[config.mk]
export PLATFORM = sky130hd
export DESIGN_NAME = instr_sequencer_flat
export DESIGN_NICKNAME = d
export VERILOG_FILES = /design/src/rtl/instr_sequencer_if.sv /design/src/rtl/instr_sequencer.sv /design/src/flat_wrapper.sv
export SDC_FILE = /design/constraint.sdc
export NUM_CORES = 1
export LEC_CHECK = 0
export ABC_AREA = 1
export CORE_UTILIZATION = 45
export CTS_CLUSTER_DIAMETER = 50
export DETAILED_ROUTE_END_ITERATION = 12
export PLACE_DENSITY = 0.74
export REMOVE_ABC_BUFFERS = 1
export SYNTH_ARGS = -nofsm -noshare
export SYNTH_HDL_FRONTEND = slang
export SYNTH_SLANG_ARGS = --single-unit
[constraint.sdc]
create_clock -name CLK -period 1.5 [get_ports CLK]
set_input_delay 0.3 -clock CLK [delete_from_list [all_inputs] [get_ports CLK]]
set_output_delay 0.3 -clock CLK [all_outputs]
set_load 0.05 [all_outputs]
[src/rtl/instr_sequencer_if.sv]
// instr_sequencer_if: host, instruction-memory and control-unit signals of the instruction sequencer
//   START/PROG_BASE         host starts a program at PROG_BASE
//   BUSY/FINISH/ERR         status back to the host
//   IMEM_RD/IMEM_ADDR       read request to synchronous instruction memory
//   IMEM_DATA               read data, valid the cycle after IMEM_RD
//   INSTR/ONSWT             instruction word and enable to the control unit
//   DONE/OFFSWT             control-unit completion and halt acknowledge
//   master: sequencer side; slave: host/memory/control-unit side
interface instr_sequencer_if #(
   parameter int AW = 8
) ();
   logic          START;
   logic [AW-1:0] PROG_BASE;
   logic          BUSY;
   logic          FINISH;
   logic          ERR;
   logic          IMEM_RD;
   logic [AW-1:0] IMEM_ADDR;
   logic [31:0]   IMEM_DATA;
   logic [31:0]   INSTR;
   logic          ONSWT;
   logic          DONE;
   logic          OFFSWT;
   modport master (
      input  START, PROG_BASE, IMEM_DATA, DONE, OFFSWT,
      output BUSY, FINISH, ERR, IMEM_RD, IMEM_ADDR, INSTR, ONSWT
   );
   modport slave (
      output START, PROG_BASE, IMEM_DATA, DONE, OFFSWT,
      input  BUSY, FINISH, ERR, IMEM_RD, IMEM_ADDR, INSTR, ONSWT
   );
endinterface

[src/rtl/instr_sequencer.sv]
// instr_sequencer: issues instruction words from a synchronous memory to the control unit
//   CLK    clock
//   RSTN   synchronous active-low reset
//   bus    instr_sequencer_if.master: host START/PROG_BASE in, BUSY/FINISH/ERR out;
//          IMEM_RD/IMEM_ADDR out, IMEM_DATA in; INSTR/ONSWT out, DONE/OFFSWT in
// Word format: [2:0] opcode (0..4 legal), [6:3] index, [7] halt flag with opcode 0,
// [31:8] passed through untouched.
module instr_sequencer #(
   parameter int AW      = 8,
   parameter int TIMEOUT = 64
) (
   input  logic              CLK,
   input  logic              RSTN,
   instr_sequencer_if.master bus
);
   typedef enum logic [2:0] {S_IDLE, S_LOAD, S_ISSUE, S_GUARD, S_WAIT, S_HALT} state_t;
   localparam int CW = $clog2(TIMEOUT);
   state_t        state;
   logic [AW-1:0] pc;
   logic [31:0]   nxt;
   logic [CW-1:0] cnt;
   logic          mem_bad, nxt_bad, nxt_halt, cnt_end;
   assign mem_bad  = bus.IMEM_DATA[2:0] > 3'd4;
   assign nxt_bad  = nxt[2:0] > 3'd4;
   assign nxt_halt = nxt[2:0] == 3'd0 && nxt[7];
   assign cnt_end  = cnt == CW'(TIMEOUT - 1);
   // Reads are launched on the edge that enters the requesting state, so IMEM_RD is
   // high during S_ISSUE and the prefetched word is on IMEM_DATA during S_GUARD.
   // The first read launches from S_IDLE, so S_LOAD waits one extra cycle for its data
   // (IMEM_RD low again marks the cycle the data is valid).
   always_ff @(posedge CLK) begin
      if (!RSTN) begin
         state         <= S_IDLE;
         pc            <= '0;
         nxt           <= '0;
         cnt           <= '0;
         bus.INSTR     <= '0;
         bus.IMEM_RD   <= 1'b0;
         bus.IMEM_ADDR <= '0;
         bus.FINISH    <= 1'b0;
         bus.ERR       <= 1'b0;
         bus.BUSY      <= 1'b0;
         bus.ONSWT     <= 1'b0;
      end else begin
         bus.IMEM_RD <= 1'b0;
         bus.FINISH  <= 1'b0;
         cnt         <= cnt + CW'(1);
         case (state)
            S_IDLE: if (bus.START) begin
               pc            <= bus.PROG_BASE;
               bus.IMEM_RD   <= 1'b1;
               bus.IMEM_ADDR <= bus.PROG_BASE;
               bus.ERR       <= 1'b0;
               bus.BUSY      <= 1'b1;
               bus.ONSWT     <= 1'b1;
               state         <= S_LOAD;
            end
            S_LOAD: if (!bus.IMEM_RD) begin
               nxt <= bus.IMEM_DATA;
               if (mem_bad) begin
                  bus.ERR   <= 1'b1;
                  bus.INSTR <= '0;
                  bus.BUSY  <= 1'b0;
                  bus.ONSWT <= 1'b0;
                  state     <= S_IDLE;
               end else begin
                  bus.IMEM_RD   <= 1'b1;
                  bus.IMEM_ADDR <= pc + AW'(1);
                  state         <= S_ISSUE;
               end
            end
            S_ISSUE: begin
               bus.INSTR <= nxt;
               pc        <= pc + AW'(1);
               cnt       <= '0;
               state     <= nxt_halt ? S_HALT : S_GUARD;
            end
            // DONE here still belongs to the previous word and is deliberately ignored.
            S_GUARD: begin
               nxt   <= bus.IMEM_DATA;
               cnt   <= '0;
               state <= S_WAIT;
            end
            // On DONE the next word replaces INSTR directly, never passing through 0.
            S_WAIT: if (bus.DONE && !nxt_bad) begin
               bus.IMEM_RD   <= 1'b1;
               bus.IMEM_ADDR <= pc + AW'(1);
               state         <= S_ISSUE;
            end else if (bus.DONE || cnt_end) begin
               bus.ERR   <= 1'b1;
               bus.INSTR <= '0;
               bus.BUSY  <= 1'b0;
               bus.ONSWT <= 1'b0;
               state     <= S_IDLE;
            end
            S_HALT: if (bus.OFFSWT || cnt_end) begin
               bus.FINISH <= bus.OFFSWT;
               bus.ERR    <= !bus.OFFSWT;
               bus.INSTR  <= '0;
               bus.BUSY   <= 1'b0;
               bus.ONSWT  <= 1'b0;
               state      <= S_IDLE;
            end
            default: state <= S_IDLE;
         endcase
      end
   end
endmodule
[src/flat_wrapper.sv]
// flat-port wrapper written by rule: the top's interface ports become plain ports
module instr_sequencer_flat 
#(
   parameter int AW      = 8,
   parameter int TIMEOUT = 64
)
  (CLK, RSTN, bus_START, bus_PROG_BASE, bus_IMEM_DATA, bus_DONE, bus_OFFSWT, bus_BUSY, bus_FINISH, bus_ERR, bus_IMEM_RD, bus_IMEM_ADDR, bus_INSTR, bus_ONSWT);
  instr_sequencer_if #(.AW(AW)) bus_i ();
  input  logic CLK;
  input  logic RSTN;
  input wire logic [$bits(bus_i.START)-1:0] bus_START;
  input wire logic [$bits(bus_i.PROG_BASE)-1:0] bus_PROG_BASE;
  input wire logic [$bits(bus_i.IMEM_DATA)-1:0] bus_IMEM_DATA;
  input wire logic [$bits(bus_i.DONE)-1:0] bus_DONE;
  input wire logic [$bits(bus_i.OFFSWT)-1:0] bus_OFFSWT;
  output wire logic [$bits(bus_i.BUSY)-1:0] bus_BUSY;
  output wire logic [$bits(bus_i.FINISH)-1:0] bus_FINISH;
  output wire logic [$bits(bus_i.ERR)-1:0] bus_ERR;
  output wire logic [$bits(bus_i.IMEM_RD)-1:0] bus_IMEM_RD;
  output wire logic [$bits(bus_i.IMEM_ADDR)-1:0] bus_IMEM_ADDR;
  output wire logic [$bits(bus_i.INSTR)-1:0] bus_INSTR;
  output wire logic [$bits(bus_i.ONSWT)-1:0] bus_ONSWT;
  assign bus_i.START = bus_START;
  assign bus_i.PROG_BASE = bus_PROG_BASE;
  assign bus_i.IMEM_DATA = bus_IMEM_DATA;
  assign bus_i.DONE = bus_DONE;
  assign bus_i.OFFSWT = bus_OFFSWT;
  assign bus_BUSY = bus_i.BUSY;
  assign bus_FINISH = bus_i.FINISH;
  assign bus_ERR = bus_i.ERR;
  assign bus_IMEM_RD = bus_i.IMEM_RD;
  assign bus_IMEM_ADDR = bus_i.IMEM_ADDR;
  assign bus_INSTR = bus_i.INSTR;
  assign bus_ONSWT = bus_i.ONSWT;
  instr_sequencer #(.AW(AW), .TIMEOUT(TIMEOUT)) u_core (.CLK(CLK), .RSTN(RSTN), .bus(bus_i));
endmodule
# [Yosys cells after proc, flatten, opt, wreduce, memory -nomap -nowiden]
# Cells that the tools add are included.
[classes] addsub=2 n_mul=0 n_div=0 magnitude_cmp=2 n_eq_ne=15 shift=0 muxes=41 bitwise=1 reduce_logical=21
[op_table] op="$mux 32" count=6
[op_table] op="$pmux 32 s4" count=1
[op_table] op="$pmux 32 s2" count=1
[op_table] op="$mux 8" count=4
[op_table] op="$pmux 8 s3" count=1
[op_table] op="$mux 3" count=6
[op_table] op="$pmux 3 s6" count=1
[op_table] op="$mux 1" count=16
[op_table] op="$pmux 8 s2" count=1
[op_table] op="$add 8x1->8 const B" count=1
[op_table] op="$ne 2x1->1 const B" count=4
[op_table] op="$ne 2x2->1 const B" count=4
[op_table] op="$pmux 1 s4" count=2
[op_table] op="$reduce_bool 4->1" count=2
[op_table] op="$reduce_and 7->1" count=1
[op_table] op="$add 6x1->6 const B" count=1
[op_table] op="$eq 3x2->1 const B" count=2
[op_table] op="$eq 3x3->1 const B" count=2
[op_table] op="$eq 6x6->1 const B" count=1
[op_table] op="$gt 3x3->1 const B" count=2
[op_table] op="$logic_not 3->1" count=2
[op_table] op="$reduce_and 6->1" count=1
[op_table] op="$reduce_and 5->1" count=1
[op_table] op="$reduce_and 2->1" count=2
[op_table] op="other kinds (13)" count=17
[word_totals] regBits=93 latch_bits=0 mem_bits_rw=0 mem_bits_ro=0 inputBits=45 output_inout_bits=45 wordCells=92 n_memories=0

# [Longest topological paths before layout]
[depth] ltp_word=5 mapped_depth=11 mapped_depth_nobuf=10

# [Worst setup path after synthesis]
# Ideal clock, no wire load.
[synth_path] kind="register to register" start="register u_core.bus.IMEM_RD" end="register u_core.bus.INSTR[24]" setup_time_ns=0.116 arrival_ns=1.409 required_time_ns=1.384 setup_slack_ns=-0.024 path_stages_with_launch=9 n_path_buf=1 period_less_slack_ns=1.524 cell_sequence="dfxtp_1 nand2_1 nor2_1 a21oi_2 nand2_2 buf_6 o21bai_2 nand2_1 nor2_1"
[synth_via] elab_chain_len=2
[synth_lines] item="start, declared" line="instr_sequencer_if.sv:26" text="output BUSY, FINISH, ERR, IMEM_RD, IMEM_ADDR, INSTR, ONSWT"
[synth_lines] item="start signal, assigned" line="instr_sequencer.sv:38" text="bus.IMEM_RD <= 1'b0;"
[synth_lines] item="start signal, assigned" line="instr_sequencer.sv:45" text="bus.IMEM_RD <= 1'b0;"
[synth_lines] item="start signal, assigned" line="instr_sequencer.sv:51" text="bus.IMEM_RD <= 1'b1;"
[synth_lines] item="$ne 2x2->1 (no line)"
[synth_lines] item="$reduce_and 6->1 (no line)"
[synth_lines] item="end signal, assigned" line="instr_sequencer.sv:73" text="bus.INSTR <= nxt;"
[synth_lines] item="end, declared" line="instr_sequencer_if.sv:26"
# Every way passes these cells.
# A chain may end at the register's enable or synchronous reset.

# [Final worst setup path]
[layout_path] start="register u_core.state[0]" end="register u_core.bus.INSTR[11]"
[layout_via] elab_chain_len=3 elab_cells_between_ends=12 classes_between="eq/ne: 9; mux: 1; reduce/logical: 2"
[layout_lines] item="start, declared" line="instr_sequencer.sv:18" text="state_t state;"
[layout_lines] item="start signal, assigned" line="instr_sequencer.sv:76" text="state <= nxt_halt ? S_HALT : S_GUARD;"
[layout_lines] item="$eq 3x2->1, or another cell as far along" line="instr_sequencer.sv:48" text="case (state)"
[layout_lines] item="$reduce_bool 4->1 (no line), or another cell as far along"
[layout_lines] item="$reduce_and 6->1 (no line)"
# Several ways; a longest one is shown, not always the timed one.

==> summary.md <==
| Metric | Value |
|---|---|
| CORE AREA | slightly below 0.01 mm^2 |
| Drt pass-1 iters | 4 |
| Drt total wl | between 10 and 15 mm |
| Data required time at the worst endpoint | 1.75 ns |
| Leading area contributor after synthesis | dfxtp_1 |
| Worst Hold Launch | RSTN |
| Hold Crit Endpoint | u_core.bus.INSTR[12] |
| Commonest cells after routing, fill and taps aside | 101 x nand2_1, 87 x dfxtp_1, 82 x nor2_1 |
| Sw power | about 2.9 mW |
| Final setup viols | 34 |
| GR Overflow Total | 0 |
| Number of synthesized flops with an enable pin | 0 |
| DRT antenna net count | 0 |
| Crit path capture type | flip-flop |
| Final net count | about 750 |
| Setup Skew | roughly 0.016 ns |
| Post-route cell area | between 0.006 and 0.007 mm^2 |
| Startpoint types | flip-flop |
| Post-DR vias/cell | about 5.3 |
| CP delay by family, top | simple AND/OR/NAND/NOR gates |
| Combinational power share | a little over two fifths |
| XOR/XNOR Fraction of Synth Area | less than 1% |
| Post-synth ARST share | 0% |
| Die Y | ~100 um |
| Flop pwr share | between 30% and 40% |
| WS Path Type | flip-flop to flip-flop |
| Worst vdd ir | roughly 910 uV |
| Row count | 36 |
| Post-synth top flop | dfxtp_1 |
| Worst reg2reg path startpoint | u_core.state[0] |
| Most common cell after layout, fill and taps aside | nand2_1 |
| Reg2Reg Depth | 10 |
| Worst-margin pin slew | 0.433 ns |
| Bufs and invs on worst path | 3 |
| Post-Synth Simple-Gate Area | around 28% |
| Hold Buf Count CTS | 0 |
| Netlist Area Pre-Place | between 0.004 and 0.005 mm^2 |
| Synth Area in Compound Gates | 19.3% |
| Initial cell density of the core | a little under half |
| Grt met3 use | 4.92% |
| Status | finished with violations |
| Pleak | approximately 3.1 nW |
| M2 GR Usage | between 40% and 50% |
| Final Worst Setup Slack | -0.107 ns |
| CTS tree | built |
| Tcrit/Tclk final | 107% |
| Failing checks | negative setup slack |
| Switching share of power | a little under two fifths |
| Slew Limit Headroom | between 70% and 80% |
| Hpwl dp | 8.01 mm |
| Clock Power Share | 18.7% |
| Area contributors post-synth | dfxtp_1 41%, nand2_1 9.0%, nor3b_2 8.0% |
| Final hold vios | 0 |
| Critical path, cell by cell | inv_4 > nand2_1 > nor2_1 > nand3_2 > buf_4 > nand2_8 > buf_4 > o21bai_2 > nand2_1 > nor2_1 |
| Post-Synthesis Cells | a little under 600 |
| IO Pins | 90 |
| Largest net degree at the start of global routing | 65 |
| Area growth syn-to-layout | 54.3% |
| RSZ-0062 raised after global routing | true |
| RR Endpoint | u_core.bus.INSTR[11] |
| Reg-to-reg slack, setup | -0.11 ns |
| Yosys Warn Count | 0 |
| Layout cell share with drive strength beyond 1 | between 20 and 30% |
| Layout Cells excl Fill | 841 |
| Vias in the first global route | around 4300 |
| Syn_area_per_cell | around 7.8 um^2 |
| Initial antenna violation count | 0 |
| Internal | 5.05 mW |
| CP peak stage delay | approximately 0.38 ns |
| CTS H-tree lvls | 3 |
| DRT iter0 DRCs | 246 |
| Fmax | approximately 0.62 GHz |
| Clk buf depth | 2 |
| Clk slew on worst S/H paths | 0.09 ns |
| DRC | 0 |
| # Max-Cap Violations | 0 |
| CTS root buffer | clkbuf_8 |
| # port buffers | just under 90 |
| CP arrival | ~1.9 ns |
| Met1 Track Usage GR | between 20% and 30% |
| Diodes inserted | 0 |
| Seq cells post-synth | just over 90 |
| Clock latency on the worst-skew pair | around 0.36 ns |
| WL per Instance | between 15 and 20 um |
| Die area | between 0.01 and 0.015 mm^2 |
| Post-synthesis sequential area ratio | 41.2% |
| First-pass GRT wire length | slightly below 20 mm |
| Crit path max fanout | 7 |
| GP Congestion | ~0.89 |
| Worst Hold Depth | 3 |
| Pwr/cell area | roughly 1100 mW/mm^2 |
| Slew Viols, Final | 0 |
| HP Class | input port to flip-flop |
| GRT Total Usage | 23.8% |
| Slowest-stage cell, CP | dfxtp_4 |
| Share of the synthesized area in the top cell type | between 40% and 50% |
| Distinct cell type count of the synthesized netlist | 34 |
| Largest family of logic cells by synthesized area | simple AND/OR/NAND/NOR gates |
| Crit path time final | approximately 1.6 ns |
| Proportion of synthesized area in mux cells | 0% |
| Number of CTS-inserted buffers | 9 |
| Post-DP Area | 0.00624 mm^2 |
| GRT busiest layer | met2 |
| Clk sink count | between 90 and 100 |
| Die width | between 100 and 150 um |
| Post-synthesis adder-cell area fraction | less than 1% |
| Cells after DPL | 809 |
| Routed vias | 4476 |
routing by layer:
metal	share of wire, %	wire (um)
met1	40	5460
met2	51	6990
met3	6.7	907
met4	2.0	274
met5	0	0
cells by family after synthesis:
group,after synthesis
simple gates,252
compound gates,132
buf+inv,99
flops,93
xor+xnor,5
fa+ha+maj,2
how the worst max path moves through the flow:
stage,startpoint,endpoint,slack (ns),depth (start not counted)
finish,u_core.state[0],u_core.bus.INSTR[11],-0.11,10
global route,u_core.state[0],u_core.bus.INSTR[11],-0.20,10
CTS,u_core.state[1],u_core.bus.INSTR[8],-0.03,8
detailed placement,bus_IMEM_DATA[0],u_core.bus.INSTR[19],-0.49,8
global placement,bus_IMEM_DATA[0],u_core.bus.INSTR[3],-0.38,8
floorplan,u_core.state[1],u_core.bus.INSTR[0],-1.50,8
power groups by stage:
stage / sequential (mW) / clock, mW / combinational [mW]
after global placement: 3.10 / 0 / 2.88
after global routing: 3.11 / 1.60 / 3.60
after CTS: 3.06 / 1.50 / 3.15
after floorplan: 3.59 / 0 / 1.01
after detailed placement: 3.10 / 0 / 2.97
final: 3.08 / 1.49 / 3.40
area by class of cell:
type,count,area (um^2)
fillers,690,2790
multi-input cells,391,2420
repair buffers,145,2100
flip-flops and latches,93,1880
inverters,64,253
well taps,133,166
clock buffers,10,128
clock inverters,5,36.3
per-stage QoR:
step	hold WS, ns	TNS (ns)	utilization (%)	power, mW	worst slack (ns)
global placement	0.446	-16.03	63.8	5.97	-0.380
finish	0.290	-2.30	71.4	7.98	-0.107
floorplan	0.398	-68.53	-	4.60	-1.50
global route	0.287	-5.74	71.4	8.30	-0.200
CTS	0.266	-0.154	68.0	7.70	-0.0326
detailed placement	0.460	-20.83	63.8	6.07	-0.492
timing repair:
action / in CTS / in global routing
buffers inserted: 3 / 3
pin swaps: 5 / 9
resized for setup: 33 / 41
setup endpoints to repair: 75 / 81
cloned: 4 / 7
state kept, by name (all words and copies together) (netlist names):
register	flops
u_core.cnt	6
u_core.state	3
u_core.pc	8
u_core.bus.ERR	1
u_core.bus.BUSY	1
u_core.bus.FINISH	1
u_core.bus.INSTR	32
u_core.nxt	32
u_core.bus.IMEM_ADDR	8
u_core.bus.IMEM_RD	1
worst reg2reg max path, cell delays in order, from the launching register on:
cell	delay [ns]
dfxtp_4	0.38
inv_4	0.09
nand2_1	0.06
nor2_1	0.14
nand3_2	0.11
buf_4	0.17
nand2_8	0.14
buf_4	0.20
o21bai_2	0.08
nand2_1	0.07
nor2_1	0.05
cell usage after synthesis, types with 2 or more instances:
cell / n
nor3b_2: 29
nand3_1: 11
o221ai_1: 3
clkinv_1: 2
ha_1: 2
inv_2: 4
buf_6: 6
dfxtp_1: 93
buf_4: 8
buf_2: 4
nand4_1: 4
a21oi_2: 2
o21ai_0: 49
a21oi_1: 41
inv_1: 58
clkbuf_1: 16
o22ai_1: 2
nand2_2: 3
o21bai_2: 28
nor2_1: 87
nand2_1: 109
nor3_1: 4
xor2_1: 4
o21bai_1: 4
No activity file was read; power rests on OpenSTA's default activity.
